==> src/rtl/seg7_display_multi_if.sv <==
// ---------------------------------------------------------------------------
// seg7_display_multi_if
// Bundles the request/result signals of the multi-digit seven-segment
// converter so the converter and whatever drives it share one port.
//
// Signals:
//   value_in      - value to display, captured with update_req
//   mode_hex      - 1 = hexadecimal, 0 = decimal
//   signed_mode   - 1 = value_in is two's complement
//   blank_leading - 1 = blank leading zero digits
//   update_req    - start a conversion (honoured only when idle)
//   busy          - conversion in progress
//   overflow      - last completed conversion did not fit
//   hex_display   - DIGITS packed segment bytes, digit 0 in the low byte
//
// Modports: master drives the request side, slave is the converter.
// ---------------------------------------------------------------------------
interface seg7_display_multi_if #(
   parameter int DIGITS      = 6,
   parameter int VALUE_WIDTH = 16
);
   logic [VALUE_WIDTH-1:0] value_in;
   logic                   mode_hex;
   logic                   signed_mode;
   logic                   blank_leading;
   logic                   update_req;
   logic                   busy;
   logic                   overflow;
   logic [DIGITS*8-1:0]    hex_display;

   modport master (
      output value_in, mode_hex, signed_mode, blank_leading, update_req,
      input  busy, overflow, hex_display
   );

   modport slave (
      input  value_in, mode_hex, signed_mode, blank_leading, update_req,
      output busy, overflow, hex_display
   );
endinterface

==> src/rtl/seg7_display_multi.sv <==
// ---------------------------------------------------------------------------
// seg7_display_multi
// Captures a binary value and converts it into DIGITS seven-segment patterns,
// either in hexadecimal or in decimal (iterative double-dabble, one bit per
// clock). Supports signed display, leading-zero blanking and an overflow
// indication (all dashes). The display keeps its old contents while a
// conversion runs and is replaced in one step when the conversion completes.
//
// Ports:
//   main_clk - sole clock
//   reset_n  - synchronous, active-low reset
//   bus      - slave side of seg7_display_multi_if (request inputs,
//              busy / overflow / hex_display outputs, all registered)
//
// Parameters:
//   DIGITS      - number of digits driven (>= 2)
//   VALUE_WIDTH - width of value_in (>= 4)
//   ACTIVE_LOW  - 1 inverts all 8 segment bits at the output
// ---------------------------------------------------------------------------
module seg7_display_multi #(
   parameter int DIGITS      = 6,
   parameter int VALUE_WIDTH = 16,
   parameter int ACTIVE_LOW  = 1
) (
   input logic                 main_clk,
   input logic                 reset_n,
   seg7_display_multi_if.slave bus
);

   localparam int BCD_W = DIGITS * 4;
   localparam int MAG_W = VALUE_WIDTH + 1;
   localparam int EXT_W = (MAG_W > BCD_W) ? MAG_W : BCD_W;
   localparam int CNT_W = $clog2(MAG_W + 1);

   localparam logic [CNT_W-1:0]    LAST_CNT  = CNT_W'(MAG_W - 1);
   localparam logic [7:0]          BLANK_SEG = (ACTIVE_LOW != 0) ? 8'hFF : 8'h00;
   localparam logic [DIGITS*8-1:0] BLANK_ALL = {DIGITS{BLANK_SEG}};

   typedef enum logic [1:0] {
      IDLE,
      SHIFT,
      ENCODE
   } state_t;

   state_t             state;
   logic [MAG_W-1:0]   mag;
   logic [BCD_W-1:0]   bcd;
   logic               carry;
   logic               neg;
   logic               is_hex;
   logic               blank_lead;
   logic [CNT_W-1:0]   cnt;

   logic [BCD_W-1:0]   bcd_adj;
   logic [BCD_W-1:0]   bcd_next;
   logic [MAG_W-1:0]   mag_next;
   logic               carry_next;

   logic [EXT_W-1:0]   mag_ext;
   logic [BCD_W-1:0]   nibbles;
   logic               hex_hi;
   int                 sig;
   logic               ovf_next;
   logic [7:0]         seg;
   logic [DIGITS*8-1:0] disp_next;

   // Active-high segment pattern for one hexadecimal nibble (dp unlit).
   function automatic logic [7:0] seg_code(input logic [3:0] n);
      case (n)
         4'h0: seg_code = 8'h3F;
         4'h1: seg_code = 8'h06;
         4'h2: seg_code = 8'h5B;
         4'h3: seg_code = 8'h4F;
         4'h4: seg_code = 8'h66;
         4'h5: seg_code = 8'h6D;
         4'h6: seg_code = 8'h7D;
         4'h7: seg_code = 8'h07;
         4'h8: seg_code = 8'h7F;
         4'h9: seg_code = 8'h6F;
         4'hA: seg_code = 8'h77;
         4'hB: seg_code = 8'h7C;
         4'hC: seg_code = 8'h39;
         4'hD: seg_code = 8'h5E;
         4'hE: seg_code = 8'h79;
         default: seg_code = 8'h71;
      endcase
   endfunction

   // One double-dabble step: every BCD nibble of 5 or more gets 3 added so
   // the following doubling carries correctly into the next decade, then the
   // whole {bcd, mag} pair moves left by one. A one leaving the top of the
   // BCD register means the value needs more digits than we have, and it is
   // remembered in the sticky carry.
   always_comb begin
      bcd_adj = bcd;
      for (int i = 0; i < DIGITS; i++) begin
         if (bcd[4*i +: 4] >= 4'd5) begin
            bcd_adj[4*i +: 4] = bcd[4*i +: 4] + 4'd3;
         end
      end
      bcd_next   = {bcd_adj[BCD_W-2:0], mag[MAG_W-1]};
      mag_next   = {mag[MAG_W-2:0], 1'b0};
      carry_next = carry | bcd_adj[BCD_W-1];
   end

   // Final pattern build used on the ENCODE edge. The nibble source is the
   // BCD result in decimal mode or the raw magnitude in hex mode. The
   // magnitude is widened first so the hex overflow test (any bit above the
   // displayable nibbles) works whether the value is wider or narrower than
   // the display. The significant-digit count decides where blanking or the
   // minus sign starts; a negative value filling every digit leaves no room
   // for the minus and therefore counts as overflow.
   always_comb begin
      mag_ext   = EXT_W'(mag);
      nibbles   = is_hex ? mag_ext[BCD_W-1:0] : bcd;
      hex_hi    = (mag_ext >> BCD_W) != '0;
      sig       = 1;
      seg       = 8'h00;
      disp_next = '0;
      for (int i = 1; i < DIGITS; i++) begin
         if (nibbles[4*i +: 4] != 4'd0) begin
            sig = i + 1;
         end
      end
      ovf_next = (!is_hex && carry) || (is_hex && hex_hi) || (neg && (sig == DIGITS));
      for (int k = 0; k < DIGITS; k++) begin
         if (ovf_next) begin
            seg = 8'h40;
         end else if (k < sig) begin
            seg = seg_code(nibbles[4*k +: 4]);
         end else if (blank_lead) begin
            seg = (neg && (k == sig)) ? 8'h40 : 8'h00;
         end else begin
            seg = (neg && (k == DIGITS - 1)) ? 8'h40 : 8'h3F;
         end
         disp_next[8*k +: 8] = (ACTIVE_LOW != 0) ? ~seg : seg;
      end
   end

   // Control FSM and all registered outputs. IDLE captures the request and
   // forms the magnitude (one bit wider than the input so the most negative
   // value negates exactly). SHIFT runs the double-dabble for every
   // magnitude bit. ENCODE loads display and overflow together so the
   // outputs never show a partial result. Requests outside IDLE are simply
   // not looked at, so they are neither honoured nor queued.
   always_ff @(posedge main_clk) begin
      if (!reset_n) begin
         state           <= IDLE;
         mag             <= '0;
         bcd             <= '0;
         carry           <= 1'b0;
         neg             <= 1'b0;
         is_hex          <= 1'b0;
         blank_lead      <= 1'b0;
         cnt             <= '0;
         bus.busy        <= 1'b0;
         bus.overflow    <= 1'b0;
         bus.hex_display <= BLANK_ALL;
      end else begin
         case (state)
            IDLE: begin
               if (bus.update_req) begin
                  if (bus.signed_mode && bus.value_in[VALUE_WIDTH-1]) begin
                     mag <= -{bus.value_in[VALUE_WIDTH-1], bus.value_in};
                     neg <= 1'b1;
                  end else begin
                     mag <= {1'b0, bus.value_in};
                     neg <= 1'b0;
                  end
                  is_hex     <= bus.mode_hex;
                  blank_lead <= bus.blank_leading;
                  bcd        <= '0;
                  carry      <= 1'b0;
                  cnt        <= '0;
                  bus.busy   <= 1'b1;
                  state      <= bus.mode_hex ? ENCODE : SHIFT;
               end
            end
            SHIFT: begin
               bcd   <= bcd_next;
               mag   <= mag_next;
               carry <= carry_next;
               cnt   <= cnt + 1'b1;
               if (cnt == LAST_CNT) begin
                  state <= ENCODE;
               end
            end
            ENCODE: begin
               bus.hex_display <= disp_next;
               bus.overflow    <= ovf_next;
               bus.busy        <= 1'b0;
               state           <= IDLE;
            end
            default: begin
               state <= IDLE;
            end
         endcase
      end
   end

endmodule

==> src/flat_wrapper.sv <==
// flat-port wrapper written by rule: the top's interface ports become plain ports
module seg7_display_multi_flat 
#(
   parameter int DIGITS      = 6,
   parameter int VALUE_WIDTH = 16,
   parameter int ACTIVE_LOW  = 1
)
  (main_clk, reset_n, bus_value_in, bus_mode_hex, bus_signed_mode, bus_blank_leading, bus_update_req, bus_busy, bus_overflow, bus_hex_display);
  seg7_display_multi_if #(.DIGITS(DIGITS), .VALUE_WIDTH(VALUE_WIDTH)) bus_i ();
  input logic main_clk;
  input logic reset_n;
  input wire logic [$bits(bus_i.value_in)-1:0] bus_value_in;
  input wire logic [$bits(bus_i.mode_hex)-1:0] bus_mode_hex;
  input wire logic [$bits(bus_i.signed_mode)-1:0] bus_signed_mode;
  input wire logic [$bits(bus_i.blank_leading)-1:0] bus_blank_leading;
  input wire logic [$bits(bus_i.update_req)-1:0] bus_update_req;
  output wire logic [$bits(bus_i.busy)-1:0] bus_busy;
  output wire logic [$bits(bus_i.overflow)-1:0] bus_overflow;
  output wire logic [$bits(bus_i.hex_display)-1:0] bus_hex_display;
  assign bus_i.value_in = bus_value_in;
  assign bus_i.mode_hex = bus_mode_hex;
  assign bus_i.signed_mode = bus_signed_mode;
  assign bus_i.blank_leading = bus_blank_leading;
  assign bus_i.update_req = bus_update_req;
  assign bus_busy = bus_i.busy;
  assign bus_overflow = bus_i.overflow;
  assign bus_hex_display = bus_i.hex_display;
  seg7_display_multi #(.DIGITS(DIGITS), .VALUE_WIDTH(VALUE_WIDTH), .ACTIVE_LOW(ACTIVE_LOW)) u_core (.main_clk(main_clk), .reset_n(reset_n), .bus(bus_i));
endmodule
==> config.mk <==
export PLATFORM = sky130hd
export DESIGN_NAME = seg7_display_multi_flat
export DESIGN_NICKNAME = d
export VERILOG_FILES = /design/src/rtl/seg7_display_multi_if.sv /design/src/rtl/seg7_display_multi.sv /design/src/flat_wrapper.sv
export SDC_FILE = /design/constraint.sdc
export NUM_CORES = 1
export LEC_CHECK = 0
export BUFFER_PORTS_ARGS = -buffer_cell sky130_fd_sc_hd__buf_2
export CORE_MARGIN = 10
export CORE_UTILIZATION = 25
export DETAILED_ROUTE_END_ITERATION = 8
export PLACE_DENSITY = 0.4
export SETUP_SLACK_MARGIN = 0.02
export SYNTH_ARGS = -nofsm -noshare
export SYNTH_HDL_FRONTEND = slang
export SYNTH_SLANG_ARGS = --single-unit
==> constraint.sdc <==
create_clock -name main_clk -period 5.2 [get_ports main_clk]
set_input_delay 1.3 -clock main_clk [delete_from_list [all_inputs] [get_ports main_clk]]
set_output_delay 1.3 -clock main_clk [all_outputs]
set_load 0.01 [all_outputs]
==> results of run 1 <==
-- layout make-up --
type / instances / area, sq um / area share (%)
Clock buffer: 9 / 225 / 3.01
Sequential cell: 96 / 1920 / 25.7
Tap cell: 335 / 419 / 5.61
Multi-Input combinational cell: 637 / 4300 / 57.5
Inverter: 38 / 143 / 1.91
Timing Repair Buffer: 74 / 393 / 5.26
Clock inverter: 7 / 72.6 / 0.971
-- flip-flops by register name, indices dropped and copies added (netlist names) --
register                flops
u_core.bus.overflow         1
u_core.bus.busy             1
u_core.neg                  1
u_core.cnt                  5
u_core.bus.hex_display     42
u_core.state                2
u_core.blank_lead           1
u_core.is_hex               1
u_core.carry                1
u_core.bcd                 24
u_core.mag                 17
-- power groups by stage --
| stage | registers [mW] | logic [mW] | clock network [mW] |
|---|---|---|---|
| floorplan | 0.830 | 0.197 | 0 |
| global placement | 0.838 | 0.309 | 0 |
| detailed placement | 0.839 | 0.307 | 0 |
| CTS | 0.821 | 0.307 | 0.715 |
| global route | 0.828 | 0.341 | 0.739 |
| finish | 0.820 | 0.302 | 0.688 |
-- metrics by stage --
step	worst slack [ns]	instances	total power, mW	cell area [sq um]
floorplan	2.25	830	1.03	6610
global placement	1.59	1180	1.15	7170
detailed placement	1.61	1180	1.15	7170
CTS	1.60	1196	1.84	7470
global route	1.32	1196	1.91	7470
finish	1.59	1196	1.81	7470
-- layer usage --
metal	share of wire (%)	wire [um]	vias to the layer above
met5	0	0	-
met4	1.2	250	0
met3	4.1	828	14
met2	42	8640	105
met1	52	10700	2750
li1	-	-	3029
-- cell families after synthesis --
logic type / after synthesis / share of synthesized area (%)
xor gates and xnor gates: 22 / 2.92
and+or+nand+nor: 274 / 20.6
muxes: 39 / 6.15
other: 1 / 0.0569
adders and majority gates: 51 / 9.68
DFF: 96 / 29.2
AOI/OAI and AO/OA: 245 / 25.4
buffers and inverters: 97 / 6.05
-- cell usage in the layout, fill, tap and decap left out, types with 12 or more instances in the layout --
cell                       instances
sky130_fd_sc_hd__ha_1             51
sky130_fd_sc_hd__o21ai_0          15
sky130_fd_sc_hd__nand2_1          79
sky130_fd_sc_hd__nor2_1           56
sky130_fd_sc_hd__mux2i_1          27
sky130_fd_sc_hd__dfxtp_1          95
sky130_fd_sc_hd__nor2b_1          19
sky130_fd_sc_hd__a211oi_1         13
sky130_fd_sc_hd__nand2b_1         16
sky130_fd_sc_hd__nand3_1          22
sky130_fd_sc_hd__inv_1            34
sky130_fd_sc_hd__o21ai_1          43
sky130_fd_sc_hd__a21boi_1         23
sky130_fd_sc_hd__and2_1           12
sky130_fd_sc_hd__a22oi_1          15
sky130_fd_sc_hd__nor3_1           29
sky130_fd_sc_hd__a21oi_1          33
sky130_fd_sc_hd__xnor2_1          16
sky130_fd_sc_hd__buf_2            65
-- worst max-delay path by stage --
stage	startpoint	end	slack (ns)
2_1_floorplan	bus_value_in[7]	u_core.mag[15]	2.25
3_3_place_gp	u_core.is_hex	u_core.bus.hex_display[14]	1.59
3_5_place_dp	u_core.is_hex	u_core.bus.hex_display[14]	1.61
4_1_cts	u_core.is_hex	u_core.bus.hex_display[14]	1.60
5_1_grt	u_core.is_hex	u_core.bus.hex_display[14]	1.32
6_report	u_core.is_hex	u_core.bus.hex_display[14]	1.59
-- tightest hold or removal path: stages, from the launching register on --
cell and delay (ns):
sky130_fd_sc_hd__dfxtp_1 0.32, sky130_fd_sc_hd__nand2_1 0.05, sky130_fd_sc_hd__nand3_1 0.06
==> results.sh, run 1 <==
export IMPL_run_status="complete, no violations"
export IMPL_ios=72
export IMPL_cap_viol_max_count=0
export IMPL_grt_pass1_wl_mm=33.0
export IMPL_yosysWarnings=0
export IMPL_critical_path_startpoint_type="flop"
export IMPL_ys_ff_latch=96
export IMPL_timing_critical_path_max_delay_family="simple AND/OR/NAND/NOR gates"
export IMPL_layout_cell_share_with_drive_strength_beyond_1_pct=12.9
export IMPL_regToRegStartpoint="u_core.is_hex"
export IMPL_synth_largest_type_area_fraction_pct=29.2
export IMPL_clk_pin_slew_worst_paths_ns=0.07
export IMPL_clkLatencyLatePin_ns=0.36
export IMPL_postSynth_topFlopCell="sky130_fd_sc_hd__dfxtp_1"
export IMPL_synthMostInstantiatedCell="sky130_fd_sc_hd__dfxtp_1"
export IMPL_floorplan_die_width_um=182
export IMPL_slowest_library_cell_on_the_worst_path="sky130_fd_sc_hd__dfxtp_2"
export IMPL_p_clk_share_pct=38.0
export IMPL_final_fill_count=2820
export IMPL_worst_path_required_time_ns=5.46
export IMPL_timing_critical_path_slowest_cell_delay_ns=0.74
export IMPL_cts_num_sinks=96
export IMPL_timing_hold_ws_ns=0.465
export IMPL_initial_core_util_pct=25.4
export IMPL_cts_root_buf="sky130_fd_sc_hd__clkbuf_16"
export IMPL_reported_net_switching_power_mw=0.547
export IMPL_route_detailed_vias_per_inst=4.93
export IMPL_timing_final_crit_period_ns=3.61
export IMPL_max_ir_drop_vdd_mv=0.159
export IMPL_synth_top_area_cell="sky130_fd_sc_hd__dfxtp_1"
export IMPL_tritoncts="done"
export IMPL_netlist_area_sq_um=6590
export IMPL_internal_power_mw=1.26
export IMPL_synthCells=825
export IMPL_synth_async_reset_ratio_pct=0
export IMPL_fp_dieArea_sq_um=33300
export IMPL_reg_power_share_pct=45.3
export IMPL_port_buffer_count=65
export IMPL_n_antenna_cell=0
export IMPL_grtUsageMet2_pct=18.1
export IMPL_drt_wl_total_mm=20.4
export IMPL_final_max_slew_viol_count=0
export IMPL_grt_antenna_before_repair=0
export IMPL_syn2layout_area_growth_pct=13.3
export IMPL_dr_total_vias=5898
export IMPL_synth_seq_area_share_pct=29.2
export IMPL_path_cells="mux2i_1, ha_1, nor4b_1, o221ai_1, nor3_1, a211oi_1, o311ai_1"
export IMPL_met3_usage_pct=2.31
export IMPL_route_detailed_drc=0
export IMPL_detail_route_wl_per_cell_um=17.1
export IMPL_tightestPinTransition_ns=1.03
export IMPL_drt_antenna_violating_nets=0
export IMPL_finalSetupTns_ns=0
export IMPL_design_final_nets=929
export IMPL_crit_reg2reg_capture="u_core.bus.hex_display[14]"
export IMPL_comb_power_share_pct=16.7
export IMPL_powerDensity_nw_per_um2=242
export IMPL_end_kind="flop"
export IMPL_max_clock_path_buffers=2
export IMPL_post_cts_repair_setup_buffers=0
export IMPL_grt_most_used_layer="met2"
export IMPL_routabilityCongestion=0.798
export IMPL_regToRegSetupSlack_ns=1.59
export IMPL_detailedPlacementHpwl_mm=15.3
export IMPL_synth_enable_flop_cells=0
export IMPL_synthesis_area_per_instance_sq_um=7.99
export IMPL_critical_path_max_fanout=29
export IMPL_leading_cell_types_by_count_after_synthesis="96 x sky130_fd_sc_hd__dfxtp_1, 79 x sky130_fd_sc_hd__nand2_1, 57 x sky130_fd_sc_hd__nor2_1, 51 x sky130_fd_sc_hd__ha_1, 43 x sky130_fd_sc_hd__o21ai_1"
export IMPL_cts_repair_resized=0
export IMPL_ff2ff_path_depth=7
export IMPL_cts_hold_buffers=0
export IMPL_hold_vio_cnt_final=0
export IMPL_setup_repair_after_global_routing_missed_its_margin="false"
export IMPL_path_depth=7
export IMPL_hold_path_cell_count=2
export IMPL_critical_path_type="flop to flop"
export IMPL_leakagePower_nw=2.87
export IMPL_whs_endpoint="u_core.bus.hex_display[33]"
export IMPL_hold_path_class="flop to flop"
export IMPL_core_area_sq_um=26000
export IMPL_drt_initial_drc_count=351
export IMPL_synthDistinctLibCells=72
export IMPL_swShare_pct=30.2
export IMPL_utilization_pct=28.8
export IMPL_fmaxAchievable_mhz=277
export IMPL_number_of_buffers_inserted_during_clock_tree_synthesis=9
export IMPL_count_of_buffer_and_inverter_cells_on_the_critical_path=0
export IMPL_synth_top_cells_by_area="sky130_fd_sc_hd__dfxtp_1 29%, sky130_fd_sc_hd__ha_1 9.7%, sky130_fd_sc_hd__nand2_1 4.5%, sky130_fd_sc_hd__mux2i_1 4.1%, sky130_fd_sc_hd__o21ai_1 3.3%"
export IMPL_worst_path_arrival_ns=3.87
export IMPL_hp_start="u_core.bus.hex_display[33]"
export IMPL_grt_start_max_net_pins=40
export IMPL_skew_ns=0.0121
export IMPL_fin_crit_sh_pct=69.4
export IMPL_grt_use_met1_pct=17.3
export IMPL_cts_max_level=3
export IMPL_max_transition_margin_pct=29.5
export IMPL_grt_pass1_vias=5731
export IMPL_grt_total_usage_pct=12.2
export IMPL_rows=59
export IMPL_floorplan_die_height_um=182
export IMPL_grt_ovfl_total=0
export IMPL_setup_viol=0
export IMPL_drt_pass1_iterations=5
Note: power is estimated with default switching activity, not from simulation.
==> inputs of run 2 (changes only) <==
--- a/config.mk
+++ b/config.mk
@@ -5,6 +5,7 @@
 export SDC_FILE = /design/constraint.sdc
 export NUM_CORES = 1
 export LEC_CHECK = 0
+export ABC_AREA = 1
 export BUFFER_PORTS_ARGS = -buffer_cell sky130_fd_sc_hd__buf_2
 export CORE_MARGIN = 10
 export CORE_UTILIZATION = 25
==> constraint.sdc (replaced) <==
create_clock -name main_clk -period 3.5 [get_ports main_clk]
set_input_delay 0.875 -clock main_clk [delete_from_list [all_inputs] [get_ports main_clk]]
set_output_delay 0.875 -clock main_clk [all_outputs]
set_load 0.01 [all_outputs]
==> run 2 against run 1 <==
Against the previous run: first-iteration DRC count rose by 14%; core utilization up 0.64 points; die area fell by 2.1%; final cell count up 14%; flip-flop and latch count unchanged; wire length rose by 1.8%; sequential share of layout area up 0.15 points; worst hold slack lost 0.0030 ns; via count rose by 8.4%; combinational power grew to 2.7 times the previous value; worst setup slack worse by 0.93 ns; fmax increased by 27%.
==> results.sh, run 2 <==
export IMPL_run_status="complete, no violations"
export IMPL_post_cts_repair_setup_buffers=0
export IMPL_cts_hold_buffers=0
export IMPL_combined_area_of_the_multi_input_logic_cells_sq_um=3920
export IMPL_setup_viol=0
export IMPL_synth_enable_flop_cells=0
export IMPL_synthesis_area_per_instance_sq_um=6.62
export IMPL_largest_register_ff_count=42
export IMPL_grt_ovfl_total=0
export IMPL_fin_crit_sh_pct=81.1
export IMPL_ys_ff_latch=96
export IMPL_ff2ff_path_depth=17
export IMPL_layout_commonest_cell="sky130_fd_sc_hd__nand2_1"
export IMPL_design_final_nets=1101
export IMPL_cts_num_sinks=96
export IMPL_drt_initial_drc_count=399
export IMPL_max_transition_margin_pct=43.3
export IMPL_regToRegStartpoint="u_core.is_hex"
export IMPL_drt_antenna_violating_nets=0
export IMPL_clk_pin_slew_worst_paths_ns=0.07
export IMPL_number_of_buffers_inserted_during_clock_tree_synthesis=9
export IMPL_n_antenna_cell=0
export IMPL_route_detailed_vias_per_inst=4.69
export IMPL_synth_top_area_cell="sky130_fd_sc_hd__dfxtp_1"
export IMPL_grt_total_usage_pct=12.7
export IMPL_hold_vio_cnt_final=0
export IMPL_critical_path_max_fanout=12
export IMPL_netlist_area_sq_um=6440
export IMPL_cts_max_level=3
export IMPL_rows=58
export IMPL_grt_antenna_before_repair=0
export IMPL_critical_path_type="flop to flop"
export IMPL_synthCells=973
export IMPL_leakagePower_nw=3.06
export IMPL_worstSetupEndpoint="u_core.bus.hex_display[18]"
export IMPL_max_clock_path_buffers=2
export IMPL_tightestPinTransition_ns=0.842
export IMPL_timing_final_crit_period_ns=2.84
export IMPL_floorplan_die_height_um=180
export IMPL_finish_cell_count_without_fillers=1363
export IMPL_synthMostInstantiatedCell="sky130_fd_sc_hd__nand2_1"
export IMPL_synthDistinctLibCells=44
export IMPL_regToRegSetupSlack_ns=0.66
export IMPL_routabilityCongestion=0.834
export IMPL_cell_count_after_placement=1347
export IMPL_tritoncts="done"
export IMPL_grt_pass1_vias=6320
export IMPL_fmaxAchievable_mhz=352
export IMPL_detailedPlacementHpwl_mm=15.6
export IMPL_report_power_total_mw=3.10
export IMPL_powerDensity_nw_per_um2=417
export IMPL_synth_seq_area_share_pct=29.9
export IMPL_synth_top_cells_by_area="sky130_fd_sc_hd__dfxtp_1 30%, sky130_fd_sc_hd__nand2_1 12%, sky130_fd_sc_hd__ha_1 9.9%, sky130_fd_sc_hd__o21ai_0 8.4%, sky130_fd_sc_hd__a21oi_1 8.2%"
export IMPL_max_ir_drop_vdd_mv=0.241
export IMPL_grt_pass1_wl_mm=34.3
export IMPL_clkLatencyLatePin_ns=0.35
export IMPL_port_buffer_count=65
export IMPL_setup_repair_after_global_routing_missed_its_margin="false"
export IMPL_dr_total_vias=6393
export IMPL_layout_cell_share_with_drive_strength_beyond_1_pct=13.2
export IMPL_core_area_sq_um=25300
export IMPL_largest_register="u_core.bus.hex_display"
export IMPL_cts_root_buf="sky130_fd_sc_hd__clkbuf_16"
export IMPL_ios=72
export IMPL_critical_path_startpoint_type="flop"
export IMPL_drt_wl_total_mm=20.8
export IMPL_utilization_pct=29.4
export IMPL_final_fill_count=2853
export IMPL_synth_async_reset_ratio_pct=0
export IMPL_skew_ns=0.00889
export IMPL_floorplan_die_width_um=180
export IMPL_postSynth_topFlopCell="sky130_fd_sc_hd__dfxtp_1"
export IMPL_cap_viol_max_count=0
export IMPL_initial_core_util_pct=25.5
export IMPL_final_max_slew_viol_count=0
export IMPL_drt_pass1_iterations=5
export IMPL_detail_route_wl_per_cell_um=15.2
export IMPL_hold_path_class="flop to flop"
export IMPL_route_detailed_drc=0
export IMPL_yosysWarnings=0
export IMPL_hold_path_cell_count=2
export IMPL_cts_repair_resized=0
export IMPL_crit_reg2reg_capture="u_core.bus.hex_display[18]"
export IMPL_timing_critical_path_from="u_core.is_hex"
export IMPL_synth_largest_type_area_fraction_pct=29.9
export IMPL_largest_registers="u_core.bus.hex_display x42, u_core.bcd x24, u_core.mag x17"
export IMPL_finalSetupTns_ns=0
export IMPL_end_kind="flop"
export IMPL_fp_dieArea_sq_um=32600
export IMPL_layout_cells_most_common_list="204 x sky130_fd_sc_hd__nand2_1, 108 x sky130_fd_sc_hd__o21ai_0, 106 x sky130_fd_sc_hd__a21oi_1"
export IMPL_worst_path_arrival_ns=3.09
export IMPL_worst_path_required_time_ns=3.75
export IMPL_leading_cell_types_by_count_after_synthesis="204 x sky130_fd_sc_hd__nand2_1, 108 x sky130_fd_sc_hd__o21ai_0, 106 x sky130_fd_sc_hd__a21oi_1, 106 x sky130_fd_sc_hd__inv_1, 96 x sky130_fd_sc_hd__dfxtp_1"
export IMPL_ff_latch_area_sq_um=1920
export IMPL_grt_start_max_net_pins=49
export IMPL_syn2layout_area_growth_pct=15.3
-- run 2: cell types whose count changed in the layout (fill, tap and decap cells not counted), sizes merged, moves of 13 or more --
cell / before / now
mux2i: 27 / 0
nand2: 79 / 213
nor3: 30 / 7
a21oi: 33 / 108
inv: 38 / 113
nor2b: 20 / 0
nor2: 57 / 76
a21boi: 24 / 0
o21ai: 59 / 124
a22oi: 15 / 2
nand2b: 16 / 0
xnor2: 16 / 0
nand3: 22 / 76
-- run 2: worst min-delay path by stage --
stage	slack (ns)	startpoint	endpoint
6_report	0.46	u_core.bus.busy	u_core.bus.busy
5_1_grt	0.49	u_core.bus.hex_display[37]	u_core.bus.hex_display[37]
4_1_cts	0.47	u_core.bus.busy	u_core.bus.busy
3_5_place_dp	0.45	u_core.bus.hex_display[37]	u_core.bus.hex_display[37]
3_3_place_gp	0.45	u_core.bus.hex_display[4]	u_core.bus.hex_display[4]
2_1_floorplan	0.44	u_core.cnt[4]	u_core.cnt[4]
-- run 2: final cells by class --
cell class | count | share of cell area [%]
Timing Repair Buffer | 79 | 5.80
Multi-Input combinational cell | 727 | 52.8
Clock inverter | 6 | 0.927
Tap cell | 330 | 5.56
Inverter | 115 | 5.82
Sequential cell | 96 | 25.9
Clock buffer | 10 | 3.22
-- run 2: worst max-delay path: stages, from the launching register on --
cell and delay (ns):
sky130_fd_sc_hd__dfxtp_1 0.58, sky130_fd_sc_hd__buf_4 0.24, sky130_fd_sc_hd__inv_2 0.14, sky130_fd_sc_hd__or2_2 0.30, sky130_fd_sc_hd__o21a_1 0.15, sky130_fd_sc_hd__inv_1 0.15, sky130_fd_sc_hd__ha_1 0.17, sky130_fd_sc_hd__nand3_1 0.11
sky130_fd_sc_hd__nor2_2 0.15, sky130_fd_sc_hd__inv_2 0.06, sky130_fd_sc_hd__nor2_4 0.13, sky130_fd_sc_hd__nor2_1 0.07, sky130_fd_sc_hd__nand2_2 0.11, sky130_fd_sc_hd__nand2_2 0.07, sky130_fd_sc_hd__nand2_2 0.12, sky130_fd_sc_hd__nand3_1 0.09
sky130_fd_sc_hd__nand2_1 0.06, sky130_fd_sc_hd__nand2_1 0.05
-- run 2: per-stage QoR --
| step | hold slack, ns | setup slack [ns] | instance area [sq um] |
|---|---|---|---|
| after detailed placement | 0.450 | 0.641 | 7110 |
| after global placement | 0.450 | 0.707 | 7110 |
| after floorplan | 0.437 | 1.13 | 6460 |
| after CTS | 0.465 | 0.616 | 7420 |
| after global routing | 0.488 | 0.325 | 7420 |
| final | 0.462 | 0.661 | 7420 |
-- run 2: layer usage --
layer | share of wire (%) | wire (um) | track usage [%]
met1 | 50 | 10300 | 16.6
met2 | 46 | 9490 | 20.9
met3 | 3.5 | 722 | 2.45
met4 | 1.2 | 246 | 3.08
met5 | 0 | 0 | 0
-- run 2: logic make-up after synthesis --
| kind of cell | after synthesis | share of synthesized area, % |
|---|---|---|
| other | 1 | 0.0583 |
| adder cells (fa/ha/maj) | 51 | 9.91 |
| XOR/XNOR | 7 | 0.952 |
| AND/OR/NAND/NOR | 387 | 25.9 |
| AO/OA/AOI/OAI | 276 | 23.6 |
| buffers and inverters | 155 | 9.74 |
| flip-flops | 96 | 29.9 |
-- run 2: power breakdown --
part / internal [mW] / switching, mW / total (mW)
Sequential: 1.17 / 0.0653 / 1.24
Combinational: 0.264 / 0.545 / 0.809
Clock: 0.577 / 0.471 / 1.05
==> inputs of run 3 (changes only) <==
--- a/config.mk
+++ b/config.mk
@@ -10,7 +10,7 @@
 export CORE_MARGIN = 10
 export CORE_UTILIZATION = 25
 export DETAILED_ROUTE_END_ITERATION = 8
-export PLACE_DENSITY = 0.4
+export PLACE_DENSITY = 0.41
 export SETUP_SLACK_MARGIN = 0.02
 export SYNTH_ARGS = -nofsm -noshare
 export SYNTH_HDL_FRONTEND = slang
==> constraint.sdc (replaced) <==
create_clock -name main_clk -period 2.4 [get_ports main_clk]
set_input_delay 0.6 -clock main_clk [delete_from_list [all_inputs] [get_ports main_clk]]
set_output_delay 0.6 -clock main_clk [all_outputs]
set_load 0.01 [all_outputs]
==> run 3 against run 2 <==
Against the previous run: register-to-register slack worse by 0.42 ns; via count is 1.2% higher; count of clock-buffer cells in the layout up 3; worst hold slack better by 0.0025 ns; largest power group unchanged; global-route usage decreased by 0.11 points; critical endpoint is now u_core.bus.hex_display[19].
==> results.sh, run 3 (same netlist as run 2, synthesis figures left out) <==
export IMPL_rows=58
export IMPL_tritoncts="done"
export IMPL_worst_path_arrival_ns=2.40
export IMPL_design_final_nets=1132
export IMPL_grt_total_usage_pct=12.6
export IMPL_critical_path_type="flop to flop"
export IMPL_critical_path_startpoint_type="flop"
export IMPL_setup_repair_after_global_routing_missed_its_margin="false"
export IMPL_max_ir_drop_vdd_mv=0.330
export IMPL_cts_max_level=3
export IMPL_timing_hold_ws_ns=0.465
export IMPL_max_clock_path_buffers=2
export IMPL_drt_wl_total_mm=20.7
export IMPL_largest_registers="u_core.bus.hex_display x42, u_core.bcd x24, u_core.mag x17"
export IMPL_cts_root_buf="sky130_fd_sc_hd__clkbuf_16"
export IMPL_grt_pass1_vias=6290
export IMPL_p_clk_share_pct=33.6
export IMPL_timing_final_crit_period_ns=2.16
export IMPL_drt_antenna_violating_nets=0
export IMPL_dr_total_vias=6472
export IMPL_slowest_library_cell_on_the_worst_path="sky130_fd_sc_hd__dfxtp_4"
export IMPL_detailedPlacementHpwl_mm=15.7
export IMPL_floorplan_die_height_um=180
export IMPL_comb_power_share_pct=27.4
export IMPL_routabilityCongestion=0.842
export IMPL_powerDensity_nw_per_um2=598
export IMPL_port_buffer_count=65
export IMPL_final_max_slew_viol_count=0
export IMPL_path_cells="inv_2, or2_2, o21a_4, inv_2, ha_2, nand3_2, nor2_4, inv_2, nor2_4, nor2_1, nand2_2, nand2_2, nand2_4, nand3_1, nand2_1, nand2_1"
export IMPL_syn2layout_area_growth_pct=19.8
export IMPL_detail_route_wl_per_cell_um=14.9
export IMPL_critical_path_max_fanout=7
export IMPL_max_transition_margin_pct=58.4
export IMPL_fin_crit_sh_pct=89.9
export IMPL_reg_power_share_pct=39.0
export IMPL_grt_pass1_wl_mm=33.9
export IMPL_largest_register="u_core.bus.hex_display"
export IMPL_floorplan_die_width_um=180
export IMPL_timing_critical_path_max_delay_family="simple AND/OR/NAND/NOR gates"
export IMPL_ios=72
export IMPL_worst_path_required_time_ns=2.64
export IMPL_fmaxAchievable_mhz=463
export IMPL_end_kind="flop"
export IMPL_layout_commonest_cell="sky130_fd_sc_hd__nand2_1"
export IMPL_tightestPinTransition_ns=0.623
export IMPL_hold_path_class="flop to flop"
export IMPL_run_status="complete, no violations"
export IMPL_internal_power_mw=3.05
export IMPL_core_area_sq_um=25300
export IMPL_layout_cells_most_common_list="204 x sky130_fd_sc_hd__nand2_1, 106 x sky130_fd_sc_hd__o21ai_0, 106 x sky130_fd_sc_hd__a21oi_1"
export IMPL_fp_dieArea_sq_um=32600
export IMPL_report_power_total_mw=4.61
export IMPL_n_antenna_cell=0
export IMPL_grt_antenna_before_repair=0
export IMPL_cap_viol_max_count=0
export IMPL_route_detailed_drc=0
export IMPL_swShare_pct=33.9
export IMPL_timing_critical_path_slowest_cell_delay_ns=0.37
export IMPL_drt_initial_drc_count=369
export IMPL_grt_ovfl_total=0
export IMPL_count_of_buffer_and_inverter_cells_on_the_critical_path=3
export IMPL_leakagePower_nw=3.24
export IMPL_finalSetupTns_ns=0
export IMPL_reported_net_switching_power_mw=1.56
export IMPL_cts_hold_buffers=0
export IMPL_drt_pass1_iterations=5
export IMPL_hold_vio_cnt_final=0
export IMPL_clk_pin_slew_worst_paths_ns=0.07
export IMPL_layout_cell_share_with_drive_strength_beyond_1_pct=16.1
export IMPL_largest_register_ff_count=42
export IMPL_route_detailed_vias_per_inst=4.65
export IMPL_clkLatencyLatePin_ns=0.35
export IMPL_grt_start_max_net_pins=36
export IMPL_cts_num_sinks=96
export IMPL_setup_viol=0
export IMPL_skew_ns=0.00814
export IMPL_number_of_buffers_inserted_during_clock_tree_synthesis=9
export IMPL_initial_core_util_pct=25.5
export IMPL_critical_path_most_common_cell="sky130_fd_sc_hd__inv_2"
-- run 3: per-layer routing --
metal | global-route usage (%) | routed length [um] | vias up | part of all wire, %
li1 | - | - | 3403 | -
met1 | 16.7 | 10400 | 2948 | 50
met2 | 20.5 | 9370 | 109 | 45
met3 | 2.25 | 673 | 12 | 3.3
met4 | 2.89 | 229 | 0 | 1.1
met5 | 0 | 0 | - | 0
-- run 3: cell type report --
type,count,area (sq um)
Clock buffer,13,270
Sequential cell,96,1930
Clock inverter,2,37.5
Inverter,115,432
Tap cell,330,413
Fill cell,2751,17500
Multi-Input combinational cell,727,3950
Timing Repair Buffer,110,688
-- run 3: final timing paths --
check                                     start                    endpoint  slack, ns  cells after the start
worst max-delay path              u_core.is_hex  u_core.bus.hex_display[19]       0.24                     16
worst min-delay path            u_core.bus.busy             u_core.bus.busy       0.46                      2
worst max register to register    u_core.is_hex  u_core.bus.hex_display[19]       0.24                     16
worst min register to register  u_core.bus.busy             u_core.bus.busy       0.46                      2
-- run 3: worst reg2reg max path, stage by stage (launching register included) --
cell	delay, ns
sky130_fd_sc_hd__dfxtp_4	0.37
sky130_fd_sc_hd__inv_2	0.06
sky130_fd_sc_hd__or2_2	0.28
sky130_fd_sc_hd__o21a_4	0.14
sky130_fd_sc_hd__inv_2	0.06
sky130_fd_sc_hd__ha_2	0.16
sky130_fd_sc_hd__nand3_2	0.09
sky130_fd_sc_hd__nor2_4	0.13
sky130_fd_sc_hd__inv_2	0.05
sky130_fd_sc_hd__nor2_4	0.18
sky130_fd_sc_hd__nor2_1	0.07
sky130_fd_sc_hd__nand2_2	0.11
sky130_fd_sc_hd__nand2_2	0.08
sky130_fd_sc_hd__nand2_4	0.09
sky130_fd_sc_hd__nand3_1	0.08
sky130_fd_sc_hd__nand2_1	0.06
sky130_fd_sc_hd__nand2_1	0.04
-- run 3: power groups by stage --
stage,clock network [mW],logic [mW],registers (mW)
after global routing,1.66,1.44,1.82
after detailed placement,0,1.25,1.84
after global placement,0,1.26,1.84
final,1.55,1.26,1.80
after floorplan,0,0.798,1.84
after CTS,1.61,1.26,1.80
-- run 3: repair_timing --
item | 4_1_cts | 5_1_grt
gates resized for setup | 0 | 12
endpoints found under the hold margin | 0 | 0
buffers inserted | 0 | 1
endpoints found under the setup margin | 0 | 12
-- run 3: per-stage QoR --
step	setup WS [ns]	utilization (%)	std cells	instance area (sq um)
after floorplan	0.0281	-	978	6460
after global placement	0.151	29.2	1377	7360
after detailed placement	0.116	29.2	1377	7360
after CTS	0.109	30.4	1392	7670
after global routing	0.0298	30.5	1393	7710
final	0.242	30.5	1393	7710
